File: src/rtl/spi_flash_pkg.sv
// rtl/spi_flash_pkg.sv - shared constants and types for the SPI flash read sequencer (option macro: SPI_FLASH_FAST_READ_EN)
package spi_flash_pkg;

  localparam logic [7:0] CMD_READ      = 8'h03;
  localparam logic [7:0] CMD_FAST_READ = 8'h0B;
  localparam logic [7:0] DUMMY_BYTE    = 8'hFF;

  localparam int CS_SETUP_CYCLES = 2;
  localparam int CS_HOLD_CYCLES  = 2;

`ifdef SPI_FLASH_FAST_READ_EN
  localparam logic [7:0] READ_OPCODE = CMD_FAST_READ;
`else
  localparam logic [7:0] READ_OPCODE = CMD_READ;
`endif

  typedef enum logic [3:0] {
    IDLE,
    CS_SETUP,
    CMD,
    ADDR2,
    ADDR1,
    ADDR0,
`ifdef SPI_FLASH_FAST_READ_EN
    DUMMY,
`endif
    PRIME,
    READ,
    TAIL,
    CS_HOLD
  } state_t;

  // Sub-steps of every byte-transfer state: issue strobe, strobe high,
  // mandatory gap cycle, then wait for the engine to go idle.
  typedef enum logic [1:0] {
    PH_ISSUE,
    PH_STROBE,
    PH_GAP,
    PH_WAIT
  } phase_t;

endpackage

File: src/rtl/spi_flash_reader_if.sv
// rtl/spi_flash_reader_if.sv - chip select and byte-engine strobe bus between the reader and the SPI byte engine
interface spi_flash_reader_if;

  logic       flash_cs_n;
  logic       spi_enviar;
  logic       spi_recibir;
  logic [7:0] spi_tx;
  logic [7:0] spi_rx;
  logic       spi_busy;

  modport master (
    output flash_cs_n,
    output spi_enviar,
    output spi_recibir,
    output spi_tx,
    input  spi_rx,
    input  spi_busy
  );

  modport slave (
    input  flash_cs_n,
    input  spi_enviar,
    input  spi_recibir,
    input  spi_tx,
    output spi_rx,
    output spi_busy
  );

endinterface

File: src/rtl/spi_flash_reader.sv
// rtl/spi_flash_reader.sv - SPI flash burst read sequencer driving an external byte engine (option macro: SPI_FLASH_FAST_READ_EN)
module spi_flash_reader
  import spi_flash_pkg::*;
(
  input  logic                clk,
  input  logic                rst,
  input  logic                start,
  input  logic [23:0]         addr,
  input  logic [15:0]         len,
  input  logic                sink_ready,
  output logic                busy,
  output logic                done,
  output logic [7:0]          data_out,
  output logic                data_valid,
  spi_flash_reader_if.master  spi
);

  state_t      state_q, state_d;
  phase_t      phase_q, phase_d;
  logic [1:0]  wait_q, wait_d;
  logic [23:0] addr_q, addr_d;
  logic [15:0] cnt_q, cnt_d;
  logic        flash_cs_n_q, flash_cs_n_d;
  logic        busy_q, busy_d;
  logic        done_q, done_d;
  logic        data_valid_q, data_valid_d;
  logic [7:0]  data_out_q, data_out_d;
  logic        spi_enviar_q, spi_enviar_d;
  logic        spi_recibir_q, spi_recibir_d;
  logic [7:0]  spi_tx_q, spi_tx_d;

  logic        is_recv;
  logic [7:0]  send_byte;
  state_t      next_state;

  // Per-state byte to send and successor for the byte-transfer states.
  always_comb begin
    is_recv    = (state_q == PRIME) || (state_q == READ);
    send_byte  = DUMMY_BYTE;
    next_state = state_q;
    case (state_q)
      CMD:   begin send_byte = READ_OPCODE;    next_state = ADDR2; end
      ADDR2: begin send_byte = addr_q[23:16];  next_state = ADDR1; end
      ADDR1: begin send_byte = addr_q[15:8];   next_state = ADDR0; end
`ifdef SPI_FLASH_FAST_READ_EN
      ADDR0: begin send_byte = addr_q[7:0];    next_state = DUMMY; end
      DUMMY: begin send_byte = DUMMY_BYTE;     next_state = PRIME; end
`else
      ADDR0: begin send_byte = addr_q[7:0];    next_state = PRIME; end
`endif
      PRIME: next_state = READ;
      default: ;
    endcase
  end

  // Sequencer next-state and registered-output computation.
  always_comb begin
    state_d       = state_q;
    phase_d       = phase_q;
    wait_d        = wait_q;
    addr_d        = addr_q;
    cnt_d         = cnt_q;
    flash_cs_n_d  = flash_cs_n_q;
    busy_d        = busy_q;
    done_d        = 1'b0;
    data_valid_d  = 1'b0;
    data_out_d    = data_out_q;
    spi_enviar_d  = 1'b0;
    spi_recibir_d = 1'b0;
    spi_tx_d      = spi_tx_q;

    case (state_q)
      IDLE: begin
        if (start) begin
          addr_d = addr;
          cnt_d  = len;
          if (len != 16'd0) begin
            state_d      = CS_SETUP;
            flash_cs_n_d = 1'b0;
            busy_d       = 1'b1;
            wait_d       = 2'd0;
          end else begin
            done_d = 1'b1;
          end
        end
      end

      CS_SETUP: begin
        if (wait_q == 2'(CS_SETUP_CYCLES - 1)) begin
          wait_d  = 2'd0;
          state_d = CMD;
          phase_d = PH_ISSUE;
        end else begin
          wait_d = wait_q + 2'd1;
        end
      end

      // The trailing dummy transfer started by the last read strobe must
      // finish before CS may rise.
      TAIL: begin
        if (!spi.spi_busy) begin
          state_d      = CS_HOLD;
          flash_cs_n_d = 1'b1;
          wait_d       = 2'd0;
        end
      end

      CS_HOLD: begin
        if (wait_q == 2'(CS_HOLD_CYCLES - 1)) begin
          wait_d  = 2'd0;
          done_d  = 1'b1;
          busy_d  = 1'b0;
          state_d = IDLE;
        end else begin
          wait_d = wait_q + 2'd1;
        end
      end

      // CMD, address, dummy, PRIME and READ all share one strobe handshake.
      default: begin
        case (phase_q)
          PH_ISSUE: begin
            if (!spi.spi_busy && (!is_recv || sink_ready)) begin
              phase_d       = PH_STROBE;
              spi_enviar_d  = !is_recv;
              spi_recibir_d = is_recv;
              spi_tx_d      = is_recv ? DUMMY_BYTE : send_byte;
            end
          end
          PH_STROBE: phase_d = PH_GAP;
          PH_GAP: begin
            phase_d = PH_WAIT;
            // The engine presents the previous transfer's byte now.
            if (state_q == READ) begin
              data_out_d   = spi.spi_rx;
              data_valid_d = 1'b1;
              cnt_d        = cnt_q - 16'd1;
            end
          end
          PH_WAIT: begin
            if (state_q == READ && cnt_q == 16'd0) begin
              state_d = TAIL;
              phase_d = PH_ISSUE;
            end else if (!spi.spi_busy) begin
              phase_d = PH_ISSUE;
              state_d = next_state;
            end
          end
          default: phase_d = PH_ISSUE;
        endcase
      end
    endcase
  end

  // State and output registers with synchronous reset.
  always_ff @(posedge clk) begin
    if (rst) begin
      state_q       <= IDLE;
      phase_q       <= PH_ISSUE;
      wait_q        <= 2'd0;
      addr_q        <= 24'd0;
      cnt_q         <= 16'd0;
      flash_cs_n_q  <= 1'b1;
      busy_q        <= 1'b0;
      done_q        <= 1'b0;
      data_valid_q  <= 1'b0;
      data_out_q    <= 8'h00;
      spi_enviar_q  <= 1'b0;
      spi_recibir_q <= 1'b0;
      spi_tx_q      <= 8'hFF;
    end else begin
      state_q       <= state_d;
      phase_q       <= phase_d;
      wait_q        <= wait_d;
      addr_q        <= addr_d;
      cnt_q         <= cnt_d;
      flash_cs_n_q  <= flash_cs_n_d;
      busy_q        <= busy_d;
      done_q        <= done_d;
      data_valid_q  <= data_valid_d;
      data_out_q    <= data_out_d;
      spi_enviar_q  <= spi_enviar_d;
      spi_recibir_q <= spi_recibir_d;
      spi_tx_q      <= spi_tx_d;
    end
  end

  assign busy            = busy_q;
  assign done            = done_q;
  assign data_valid      = data_valid_q;
  assign data_out        = data_out_q;
  assign spi.flash_cs_n  = flash_cs_n_q;
  assign spi.spi_enviar  = spi_enviar_q;
  assign spi.spi_recibir = spi_recibir_q;
  assign spi.spi_tx      = spi_tx_q;

endmodule

File: src/flat_wrapper.sv
// flat-port wrapper written by rule: the top's interface ports become plain ports
module spi_flash_reader_flat import spi_flash_pkg::*;
  (clk, rst, start, addr, len, sink_ready, busy, done, data_out, data_valid, spi_flash_cs_n, spi_spi_enviar, spi_spi_recibir, spi_spi_tx, spi_spi_rx, spi_spi_busy);
  spi_flash_reader_if spi_i ();
  input  logic clk;
  input  logic rst;
  input  logic start;
  input  logic [23:0] addr;
  input  logic [15:0] len;
  input  logic sink_ready;
  output logic busy;
  output logic done;
  output logic [7:0] data_out;
  output logic data_valid;
  output wire logic [$bits(spi_i.flash_cs_n)-1:0] spi_flash_cs_n;
  output wire logic [$bits(spi_i.spi_enviar)-1:0] spi_spi_enviar;
  output wire logic [$bits(spi_i.spi_recibir)-1:0] spi_spi_recibir;
  output wire logic [$bits(spi_i.spi_tx)-1:0] spi_spi_tx;
  input wire logic [$bits(spi_i.spi_rx)-1:0] spi_spi_rx;
  input wire logic [$bits(spi_i.spi_busy)-1:0] spi_spi_busy;
  assign spi_flash_cs_n = spi_i.flash_cs_n;
  assign spi_spi_enviar = spi_i.spi_enviar;
  assign spi_spi_recibir = spi_i.spi_recibir;
  assign spi_spi_tx = spi_i.spi_tx;
  assign spi_i.spi_rx = spi_spi_rx;
  assign spi_i.spi_busy = spi_spi_busy;
  spi_flash_reader u_core (.clk(clk), .rst(rst), .start(start), .addr(addr), .len(len), .sink_ready(sink_ready), .busy(busy), .done(done), .data_out(data_out), .data_valid(data_valid), .spi(spi_i));
endmodule
File: config.mk
export PLATFORM = sky130hd
export DESIGN_NAME = spi_flash_reader_flat
export DESIGN_NICKNAME = d
export VERILOG_FILES = /design/src/rtl/spi_flash_pkg.sv /design/src/rtl/spi_flash_reader_if.sv /design/src/rtl/spi_flash_reader.sv /design/src/flat_wrapper.sv
export SDC_FILE = /design/constraint.sdc
export NUM_CORES = 1
export LEC_CHECK = 0
export BUFFER_PORTS_ARGS = -buffer_cell sky130_fd_sc_hd__buf_2
export CORE_ASPECT_RATIO = 1.4
export CORE_MARGIN = 1
export CORE_UTILIZATION = 45
export CTS_CLUSTER_SIZE = 25
export DETAILED_ROUTE_END_ITERATION = 7
export PLACE_DENSITY_LB_ADDON = 0.1
export REMOVE_ABC_BUFFERS = 1
export SETUP_SLACK_MARGIN = 0.3
export SLEW_MARGIN = 20
export SYNTH_ARGS = -nofsm -noshare
export SYNTH_HDL_FRONTEND = slang
export SYNTH_SLANG_ARGS = --single-unit
File: constraint.sdc
create_clock -name clk -period 2.4 [get_ports clk]
set_input_delay 0.48 -clock clk [delete_from_list [all_inputs] [get_ports clk]]
set_output_delay 0.48 -clock clk [all_outputs]
set_load 0.03 [all_outputs]
After elaboration in Yosys (flattened, before gate mapping)
Index checks and enable logic that the tools add are counted.

Register bits after elaboration: 70. Input port bits: 53. Output and inout port bits: 22. Logic and storage cells: 113.

Add/sub/neg operators: 2. Eq/ne operators: 21. Muxes and demuxes: 39. Bitwise logic cells: 6. Reductions and logical operators: 32.

Operators with widths (count): two-way mux 16 bit (3); two-way mux 4 bit (8); case mux 16 bit (2 select lines) (1); case mux 8 bit (4 select lines) (1); case mux 4 bit (5 select lines) (1); AND reduction 4 bit (5); == test 4 x 3 -> 1 bit, second input constant (4); logical NOT 16 bit (1); case mux 4 bit (4 select lines) (1); nonzero test 16 bit (1); subtractor 16 x 1 -> 16 bit, second input constant (1); two-way mux 2 bit (7); two-way mux 1 bit (10); nonzero test 10 bit (1); == test 4 x 2 -> 1 bit, second input constant (2); == test 4 bit, second input constant (2); two-way mux 8 bit (1); case mux 2 bit (4 select lines) (1); AND reduction 8 bit (1); nonzero test 2 bit (4); OR reduction 7 bit (1); != test 2 x 1 -> 1 bit, second input constant (3); != test 6 x 5 -> 1 bit, second input constant (1); NOT 1 bit (6); 23 further kinds (33).

Depth between registers and ports, before layout
Gate-level depths: netlist of the first run.

Depth after elaboration: 8. Gate-level depth with buffers: 8.

Worst setup path after synthesis of the first run
OpenSTA, ideal clock, no wires.

Kind: register to register. Start: reg u_core.cnt_q[10]. End: reg u_core.state_q[2]. Setup time: 0.069 ns. Data arrival time: 1.891 ns. Path slack: 0.440 ns. Cell stages (with the launch flop): 6. Buffers on the path: 0. Period minus slack after synthesis: 1.960 ns. Cell sequence: dfxtp_1 or4_4 or3_4 o21ai_2 or4b_1 o21ai_1.

Longest elaborated chain between the ends: 5.

Ends and longest elaborated chain: start, declared (RTL line spi_flash_reader.sv:22) `logic [15:0] cnt_q, cnt_d;`; start signal, assigned (RTL line spi_flash_reader.sv:176) `cnt_q <= cnt_d;`; logical NOT 16 bit (*) (RTL line spi_flash_reader.sv:141) `if (state_q == READ && cnt_q == 16'd0) begin`; logical AND 1 bit (*) (RTL line spi_flash_reader.sv:141); two-way mux 4 bit (RTL line spi_flash_reader.sv:141); two-way mux 4 bit (RTL line spi_flash_reader.sv:121) `case (phase_q)`; case mux 4 bit (4 select lines) (RTL line spi_flash_reader.sv:72) `case (state_q)`; end signal, assigned (RTL line spi_flash_reader.sv:172) `state_q <= state_d;`; end, declared (RTL line spi_flash_reader.sv:18) `state_t state_q, state_d;`.

Mark *: on every way between the ends. The rest lies on a longest branch, timed or not. The select of a mux whose other input is x is not followed. A chain may end at the register's enable or synchronous reset.

Worst setup path in the final report of the first run
Start: reg u_core.cnt_q[11]. End: reg u_core.state_q[2].

Same word-level chain as after synthesis.

==> run metrics, run 1 <==
reg-to-reg critical path startpoint u_core.cnt_q[11]; Worst Path Max Fanout 7; layout cells sized above 1 0.2462; Gate power share 0.452; Clock Path Buffers 2; Detailed Place HPWL 6.575 mm; largest net degree at the start of global routing 32; Post-synth top flop dfxtp_1; headroom to the max-slew limit 0.6263; Hold Crit Depth 3; Area after DPL 0.003983 sq mm; Final Hold Fails 0; switching portion of total power 0.4196; Max Fclk 486.6 MHz; pin slew with the least headroom to its limit 0.5585 ns; Pint 2.717 mW; Finished Core Util 0.5699; CTS buffer count 9; final WL 9.422 mm; period utilization 0.8562; die area 0.008084 sq mm; Tmin final 2.055 ns; routed vias 3523; Max VDD drop 0.7753 mV; starting density of the core 0.4693; antenna viol nets, final 0; Sequential Power Share 0.348; Clk network pwr share 0.200; Distinct cells, synth 54; DR WL/cell 14.98 um; FP Rows 37; Die W 76.28 um; reg2reg end u_core.state_q[2]; Worst Skew 0.006541 ns; 1st-iter DRT viols 157; HP Start addr[20]; Crit. End Element flop; clock root cell clkbuf_8; area growth from synthesis to layout 21.45%; R2R cell count 5; initial antenna violation count 0; RSZ-0062 raised after global routing false; vias per cell 5.601; Diodes inserted 0; Synth async-reset ratio 0; first-pass GRT wire length 15.64 mm; Seq cells post-synth 70; Crit path largest cell delay 0.56 ns; CP Data Required Time 2.68 ns; sequential area share after synthesis 0.4032; Worst Path Arrival 2.34 ns; worst skew pair latency 0.35 ns; post-synthesis area per instance 7.639 sq um; Design Area, Final 0.004222 sq mm; critical path class reg2reg; gr usage total 0.2425; post-synthesis cell count 455; Ports 75; endpoint of the worst hold path u_core.addr_q[20]; CTS tree built; Final setup viols 0; nets@finish 587; clock transition at the registers of the reported paths 0.07 ns; Pins Over Slew Limit 0; R2R Setup Slk 0.35 ns; H-tree Lvls 3; Hold Crit Class in2reg; Startpoint Class flop; Max Cap Violations 0; TritonCTS Sinks 70; outcome complete, no violations; IO Port Bufs 74; Die Span Y 106.0 um; Mapped Area 0.003476 sq mm; first-pass detailed-route iteration total 4; Core Box Area 0.007407 sq mm; warnings from Yosys 0; gp weighted congestion 0.8444; drt drc 0; CP Cell Sequence or4_4, or3_4, o21ai_4, or4b_4, o21ai_2; Slowest-stage cell, CP or4_4; number of synthesized flops with an enable pin 0; Leakage 1.675 nW; Psw 1.965 mW; GRT Residual Overflow 0; vias in the first global route 3320; P per Cell Area 1109 mW/mm^2
[flip-flops by register name, summed over array words and instances, names as in the netlist, 2 cells and up]
signal	flops
u_core.data_out	8
u_core.cnt_q	16
u_core.phase_q	2
u_core.state_q	4
u_core.wait_q	2
u_core.addr_q	24
u_core.spi.spi_tx	8
[synthesized netlist by cell type, types with 7 or more instances]
cell      number  area share
nor3_1        10       0.014
nor4_1         8       0.014
nand2_1       97        0.10
inv_1         11       0.012
o21ai_0       26       0.037
nor2_1        30       0.032
a211oi_1       9       0.019
mux2i_1        7       0.020
dfxtp_1       70        0.40
a21oi_1       51       0.073
clkbuf_1      30       0.032
a22oi_1        8       0.017
nand3_1       14       0.020
[how the worst max path moves through the flow]
stage                           start  slack (ns)  depth (start not counted)                 to
finish               u_core.cnt_q[11]        0.35                          5  u_core.state_q[2]
global route         u_core.cnt_q[11]        0.30                          5  u_core.state_q[2]
CTS                  u_core.cnt_q[10]        0.32                          5  u_core.state_q[2]
detailed placement            len[10]        0.34                          6  u_core.state_q[3]
global placement     u_core.cnt_q[10]        0.38                          5  u_core.state_q[1]
floorplan           u_core.state_q[0]       -1.83                          5        u_core.done
[power by group through the flow]
| stage | Sequential (mW) | Combinational [mW] | Clock (mW) |
|---|---|---|---|
| after floorplan | 1.63 | 1.35 | 0 |
| after global placement | 1.64 | 1.99 | 0 |
| after detailed placement | 1.64 | 2.01 | 0 |
| after CTS | 1.62 | 2.02 | 0.961 |
| after global routing | 1.66 | 2.35 | 1.00 |
| final | 1.63 | 2.12 | 0.936 |
[per-stage QoR]
| step | hold slack [ns] | cells | total power, mW | TNS, ns | worst slack [ns] |
|---|---|---|---|---|---|
| 6_report | 0.3638 | 629 | 4.682 | 0 | 0.3451 |
| 2_1_floorplan | 0.4282 | 422 | 2.988 | -56.86 | -1.833 |
| 5_1_grt | 0.3550 | 629 | 5.016 | 0 | 0.2974 |
| 4_1_cts | 0.3510 | 626 | 4.600 | 0 | 0.3220 |
| 3_5_place_dp | 0.4466 | 611 | 3.653 | 0 | 0.3423 |
| 3_3_place_gp | 0.4399 | 611 | 3.626 | 0 | 0.3849 |
[cell type report]
| class | count | area, sq um |
|---|---|---|
| fillers | 759 | 3186 |
| multi-input cells | 341 | 1936 |
| flip-flops and latches | 70 | 1408 |
| repair buffers | 95 | 528.0 |
| clock buffers | 9 | 123.9 |
| well taps | 97 | 121.4 |
| clock inverters | 6 | 63.81 |
| inverters | 11 | 41.29 |
[layout by cell type (no fill, tap or decap), types with 3 or more instances in the layout]
cell        n
nor3_1     10
o21ai_0    26
buf_4      21
or2_2       3
nor2_1     29
o41ai_1     3
inv_1      11
nand2_1    97
nor4_1      7
a2bb2oi_1   3
nand4_1     5
buf_2      74
o32ai_1     3
nand3_1    14
a31oi_1     3
o31ai_1     6
ha_1        6
and2_1      3
mux2i_1     7
a21oi_1    51
clkbuf_8    9
a22oi_1     8
dfxtp_1    65
dfxtp_2     5
a211oi_1    9
nor2b_1     6
and3_1      3
a2111oi_0   5
[routing by layer]
metal	vias up	track usage	share of wire
met3	17	0.04807	0.041
met2	90	0.4530	0.52
met4	0	0.1044	0.022
met1	1646	0.2621	0.41
met5	-	0	0
li1	1770	-	-
[critical path, delay by kind of cell (launching register included)]
kind	cells	cell delay [ns]
AO/OA/AOI/OAI	2	0.23
flip-flops	1	0.35
AND/OR/NAND/NOR	3	1.41
[repair_timing]
action / 4_1_cts / 5_1_grt
resized for setup: 0 / 10
setup endpoints to repair: 0 / 10
hold endpoints to repair: 0 / 0
setup buffers: 0 / 3
hold buffers: 0 / 0
[cell families (layout without fill, tap and decap cells)]
kind of cell | count (synthesis) | count (layout) | synth area share
buffers and inverters | 44 | 121 | 0.04824
multiplexers | 7 | 7 | 0.02016
AO/OA/AOI/OAI | 135 | 135 | 0.2451
flip-flops | 70 | 70 | 0.4032
AND/OR/NAND/NOR | 193 | 193 | 0.2617
adder cells (fa/ha/maj) | 6 | 6 | 0.02160
Note: power is estimated with default switching activity, not from simulation.
==> run 2: changes to the inputs <==
Settings changed: PLACE_DENSITY_LB_ADDON 0.1 to 0.25.
Clock period 2.4 ns to 1.75 ns, I/O delays scaled along.
==> run metrics, run 2 (synthesized netlist as in run 1, its figures left out) <==
RSZ-0062 raised after global routing true (was false); Final setup viols 12 (was 0); R2R cell count 7 (was 5); Ports 75 (unchanged); area growth from synthesis to layout 41.40% (was 21.45%); gp weighted congestion 0.8627 (was 0.8444); Finished Core Util 0.6635 (was 0.5699); Detailed Place HPWL 7.384 mm (was 6.575 mm); area occupied by registers 0.001408 sq mm (unchanged); Clock Path Buffers 2 (unchanged); Hold Crit Depth 3 (unchanged); critical path class reg2reg (unchanged); hold-fix buffer count after cts 0 (unchanged); busiest grt layer met2 (unchanged); multi-input combinational cell area 0.002115 sq mm (was 0.001936 sq mm); nets@finish 648 (was 587); period utilization 1.121 (was 0.8562); first-pass GRT wire length 17.18 mm (was 15.64 mm); Startpoint Class flop (unchanged); GRT Residual Overflow 0 (unchanged); Leakage 2.052 nW (was 1.675 nW); Top reg by flops u_core.addr_q (unchanged); Worst Path Max Fanout 3 (was 7); starting density of the core 0.4693 (unchanged); pin slew with the least headroom to its limit 0.4734 ns (was 0.5585 ns); clock root cell clkbuf_8 (unchanged); vias in the first global route 3806 (was 3320); met2 usage 0.4942 (was 0.4530); Die Span Y 106.0 um (unchanged); GR Util met3 0.06094 (was 0.04807); Diodes inserted 0 (unchanged); Worst Skew 0.009638 ns (was 0.006541 ns); most frequent cells in the layout nand2_1, buf_4, buf_2, dfxtp_1, a21oi_1 (was nand2_1, buf_2, dfxtp_1, a21oi_1, nor2_1); Worst Path Arrival 2.25 ns (was 2.34 ns); CTS buffer count 9 (unchanged); layout cells sized above 1 0.3687 (was 0.2462); Pins Over Slew Limit 0 (unchanged); initial antenna violation count 0 (unchanged); clock transition at the registers of the reported paths 0.07 ns (about the same); outcome complete, but fails checks (was complete, no violations); Worst setup startpoint u_core.cnt_q[12] (was u_core.cnt_q[11]); vias per cell 5.575 (was 5.601); Die W 76.28 um (unchanged); Max Fclk 509.8 MHz (was 486.6 MHz); gr usage total 0.2710 (was 0.2425); Final Hold Fails 0 (unchanged); Crit. End Element flop (unchanged); PnR worst setup slack -0.2115 ns (was 0.3451 ns); Max VDD drop 1.106 mV (was 0.7753 mV); DR WL/cell 15.23 um (was 14.98 um); die area 0.008084 sq mm (unchanged); P per Cell Area 1530 mW/mm^2 (was 1109 mW/mm^2); endpoint of the worst hold path u_core.addr_q[7] (was u_core.addr_q[20]); Largest regs u_core.addr_q x24, u_core.cnt_q x16 (unchanged); Core Box Area 0.007407 sq mm (unchanged); filler cell count 650 (was 759); routed vias 3852 (was 3523); reg-to-reg critical path startpoint u_core.cnt_q[12] (was u_core.cnt_q[11]); reg2reg end u_core.cnt_q[15] (was u_core.state_q[2]); most common cell after layout, fill and taps aside nand2_1 (unchanged); largest net degree at the start of global routing 41 (was 32); R2R Setup Slk -0.21 ns (was 0.35 ns); final WL 10.53 mm (was 9.422 mm); first-pass detailed-route iteration total 5 (was 4); TritonCTS Sinks 70 (unchanged); Design Area, Final 0.004915 sq mm (was 0.004222 sq mm); HP Start addr[7] (was addr[20]); Tmin final 1.961 ns (was 2.055 ns); Hold Crit Class in2reg (unchanged); met1 GRT Util 0.2789 (was 0.2621); 1st-iter DRT viols 218 (was 157); drt drc 0 (unchanged); failing checks negative setup slack; CTS tree built (unchanged); CP Data Required Time 2.04 ns (was 2.68 ns); headroom to the max-slew limit 0.6815 (was 0.6263); FP Rows 37 (unchanged); worst skew pair latency 0.36 ns (was 0.35 ns); antenna viol nets, final 0 (unchanged); Max Cap Violations 0 (unchanged); IO Port Bufs 74 (unchanged); Area after DPL 0.004408 sq mm (was 0.003983 sq mm); H-tree Lvls 3 (unchanged); max reg flops 24 (unchanged)
==> run 2: cell count changes in the layout (fill, tap and decap cells not counted), moves of 4 or more <==
| cell | previous run | this run |
|---|---|---|
| buf_4 | 21 | 75 |
| buf_6 | 0 | 5 |
| o21ai_0 | 26 | 22 |
| o21ai_1 | 0 | 5 |
==> run 2: power breakdown <==
group / internal [mW] / switching, mW
sequential: 1.90 / 0.241
combinational: 1.88 / 2.16
clock: 0.729 / 0.598
==> run 2: per-stage QoR <==
stage / hold WS (ns) / TNS, ns / worst slack [ns] / std cells / total power, mW
4_1_cts: 0.2092 / -0.7163 / -0.1707 / 688 / 7.300
6_report: 0.2208 / -0.9648 / -0.2115 / 691 / 7.518
3_5_place_dp: 0.4476 / -1.225 / -0.2044 / 666 / 5.598
5_1_grt: 0.2157 / -2.317 / -0.2429 / 691 / 8.014
3_3_place_gp: 0.4400 / -0.6266 / -0.1875 / 666 / 5.515
2_1_floorplan: 0.4191 / -87.30 / -2.483 / 422 / 3.972
==> run 2: worst max path at each step <==
stage                        end  slack [ns]
3_5_place_dp   u_core.state_q[2]       -0.20
5_1_grt        u_core.state_q[2]       -0.24
4_1_cts        u_core.state_q[2]       -0.17
6_report        u_core.cnt_q[15]       -0.21
2_1_floorplan        u_core.done       -2.48
3_3_place_gp   u_core.state_q[2]       -0.19
==> run 2: metal layers <==
| layer | up-vias | routed length [um] |
|---|---|---|
| met3 | 32 | 473 |
| met5 | - | 0 |
| met1 | 1792 | 4051 |
| li1 | 1894 | - |
| met4 | 0 | 396 |
| met2 | 134 | 5604 |
==> run 2: cell type report <==
type,instances,area share
Sequential cell,70,0.2864
Clock buffer,12,0.03157
Inverter,11,0.008401
Clock inverter,4,0.009165
Tap cell,97,0.02469
Timing Repair Buffer,156,0.2095
Multi-Input combinational cell,341,0.4302
==> run 2: timing repair <==
item	4_1_cts	5_1_grt
gates resized for setup	50	12
setup endpoints to repair	70	69
buffers inserted	5	3
pin swaps	14	6
gates cloned	1	0
==> run 2: critical path, stage by stage (launching register included) <==
cell     delay (ns)
dfxtp_2        0.32
or4_4          0.55
or3_4          0.35
buf_4          0.14
buf_6          0.10
o31ai_2        0.17
nand2_1        0.11
a21oi_2        0.14
==> run 3: changes to the inputs <==
Settings changed: ABC_AREA set to 1.
==> run metrics, run 3 <==
Top reg by flops u_core.addr_q (unchanged); TritonCTS Sinks 70 (unchanged); Pins Over Slew Limit 0 (unchanged); final WL 10.34 mm (was 10.53 mm); warnings from Yosys 0 (unchanged); layout cells sized above 1 0.3875 (was 0.3687); Crit path largest cell delay 0.37 ns (was 0.55 ns); top post-synthesis cells by area dfxtp_1, nand2_1, a21oi_1 (unchanged); Final setup viols 0 (was 12); IO Port Bufs 74 (unchanged); drt drc 0 (unchanged); critical path class reg2reg (unchanged); P per Cell Area 1777 mW/mm^2 (was 1530 mW/mm^2); 1st-iter DRT viols 167 (was 218); Ports 75 (unchanged); Post-synth top flop dfxtp_1 (unchanged); Slowest-stage cell, CP dfxtp_4 (was or4_4); most frequent cells in the layout buf_2, nand2_1, dfxtp_1, nor2_1, inv_1 (was nand2_1, buf_4, buf_2, dfxtp_1, a21oi_1); number of synthesized flops with an enable pin 0 (unchanged); starting density of the core 0.4632 (was 0.4693); largest area contributor in the netlist dfxtp_1 (unchanged); Diodes inserted 0 (unchanged); gr usage total 0.2398 (was 0.2710); Worst Hold Slack 0.2530 ns (was 0.2208 ns); worst skew pair latency 0.36 ns (about the same); pin slew with the least headroom to its limit 0.3668 ns (was 0.4734 ns); routed vias 3874 (was 3852); Worst Path Max Fanout 7 (was 3); outcome complete, no violations (was complete, but fails checks); H-tree Lvls 3 (unchanged); Area after DPL 0.004101 sq mm (was 0.004408 sq mm); Core Box Area 0.007750 sq mm (was 0.007407 sq mm); most frequent cells after synthesis nand2_1, nor2_1, dfxtp_1 (was nand2_1, dfxtp_1, a21oi_1); most common cell after layout, fill and taps aside buf_2 (was nand2_1); RSZ-0062 raised after global routing true (unchanged); clock root cell clkbuf_8 (unchanged); post-synthesis cell count 515 (was 455); cell family with most CP delay simple AND/OR/NAND/NOR gates (unchanged); Max Cap Violations 0 (unchanged); Seq cells post-synth 70 (unchanged); met2 usage 0.4197 (was 0.4942); DR WL/cell 13.97 um (was 15.23 um); post-synthesis area per instance 6.970 sq um (was 7.639 sq um); first-pass detailed-route iteration total 5 (unchanged); initial antenna violation count 0 (unchanged); gp weighted congestion 0.9141 (was 0.8627); die area 0.008344 sq mm (was 0.008084 sq mm); sequential area share after synthesis 0.3904 (was 0.4032); Detailed Place HPWL 6.774 mm (was 7.384 mm); vias per cell 5.235 (was 5.575); Worst Path Arrival 1.80 ns (was 2.25 ns); top-area cell type share of the netlist area 0.3904 (was 0.4032); nets@finish 695 (was 648); area growth from synthesis to layout 43.15% (was 41.40%); Worst Skew 0.01190 ns (was 0.009638 ns); CTS buffer count 9 (unchanged); crit path buf inv count 3 (was 2); busiest grt layer met2 (unchanged); Die W 77.49 um (was 76.28 um); CP Data Required Time 2.00 ns (was 2.04 ns); Pwr Total 9.130 mW (was 7.518 mW); Largest regs u_core.addr_q x24, u_core.cnt_q x16 (unchanged); Max VDD drop 0.9516 mV (was 1.106 mV); GRT Residual Overflow 0 (unchanged); antenna viol nets, final 0 (unchanged); GR Util met3 0.05085 (was 0.06094); largest net degree at the start of global routing 40 (was 41); Design Area, Final 0.005139 sq mm (was 0.004915 sq mm); max reg flops 24 (unchanged); CP Cell Sequence inv_2, nand2_4, nor2_4, buf_6, nand2_8, nand2_8, buf_4, nor2_1, o21ai_0, nor2_1 (was or4_4, or3_4, buf_4, buf_6, o31ai_2, nand2_1, a21oi_2); Final Hold Fails 0 (unchanged); count leader, synth nand2_1 (unchanged); Hold Crit Class in2reg (unchanged); first-pass GRT wire length 15.55 mm (was 17.18 mm); FP Rows 38 (was 37); headroom to the max-slew limit 0.7555 (was 0.6815); Leakage 2.255 nW (was 2.052 nW); CTS tree built (unchanged); met1 GRT Util 0.2709 (was 0.2789); Clock Path Buffers 2 (unchanged); Tmin final 1.547 ns (was 1.961 ns); vias in the first global route 3439 (was 3806); Distinct cells, synth 38 (was 54); Mapped Area 0.003590 sq mm (was 0.003476 sq mm); period utilization 0.8839 (was 1.121); Max Fclk 646.5 MHz (was 509.8 MHz); Die Span Y 107.7 um (was 106.0 um); Startpoint Class flop (unchanged); clock transition at the registers of the reported paths 0.08 ns (was 0.07 ns); Crit. End Element flop (unchanged); Synth async-reset ratio 0 (unchanged)
-- run 3: cell types whose count changed after synthesis, moves of 8 or more --
cell,delta
inv_1,+46
nor2_1,+43
clkbuf_1,-24
o21ai_0,+24
nand3_1,+15
nand2_1,-12
a22oi_1,-8
buf_2,+8
o21ai_1,+8
-- run 3: cell type report --
| class | count | area (sq um) |
|---|---|---|
| fillers | 644 | 2611 |
| multi-input cells | 359 | 2211 |
| flip-flops and latches | 70 | 1413 |
| repair buffers | 130 | 903.4 |
| inverters | 64 | 275.3 |
| clock buffers | 10 | 137.6 |
| well taps | 100 | 125.1 |
| clock inverters | 5 | 60.06 |
| repair inverters | 2 | 13.76 |
-- run 3: kinds of logic after synthesis --
family / after synthesis / synth area share
buf+inv: 86 / 0.1077
flops: 70 / 0.3904
xor+xnor: 2 / 0.004881
fa+ha+maj: 6 / 0.02091
compound gates: 143 / 0.2234
simple gates: 208 / 0.2527
-- run 3: report_power, final --
part	switching (mW)	internal [mW]
sequential	0.296	2.06
clock	0.636	0.688
combinational	3.20	2.25
-- run 3: what timing repair did --
action | CTS | global route
pin swaps | 12 | 31
cloned | 2 | 1
gates resized for setup | 53 | 101
setup endpoints to repair | 60 | 59
hold buffers | 0 | 0
setup buffers | 16 | 18
-- run 3: per-layer routing --
| layer | share of wire | vias to the layer above |
|---|---|---|
| met1 | 0.40 | 1784 |
| met2 | 0.52 | 128 |
| li1 | - | 1932 |
| met4 | 0.033 | 0 |
| met5 | 0 | - |
| met3 | 0.047 | 30 |
-- run 3: worst paths after layout --
kind                     startpoint                 to  slack (ns)  cells past startpoint
setup / recovery  u_core.state_q[0]   u_core.cnt_q[10]        0.20                     10
hold / removal               len[2]    u_core.cnt_q[2]        0.25                      3
setup reg to reg  u_core.state_q[0]   u_core.cnt_q[10]        0.20                     10
hold reg to reg   u_core.addr_q[10]  u_core.addr_q[10]        0.45                      2
-- run 3: tightest hold or removal path, stage by stage --
cell     delay, ns
buf_2         0.10
nand2_1       0.05
a31oi_1       0.07
-- run 3: stage by stage --
step	instances	util	TNS (ns)	setup slack, ns
after floorplan	493	-	-22.78	-0.6748
after global placement	688	0.5292	0	0.09786
after detailed placement	688	0.5292	0	0.08999
after CTS	721	0.5967	0	0.1708
after global routing	740	0.6631	0	0.1017
final	740	0.6631	0	0.2032
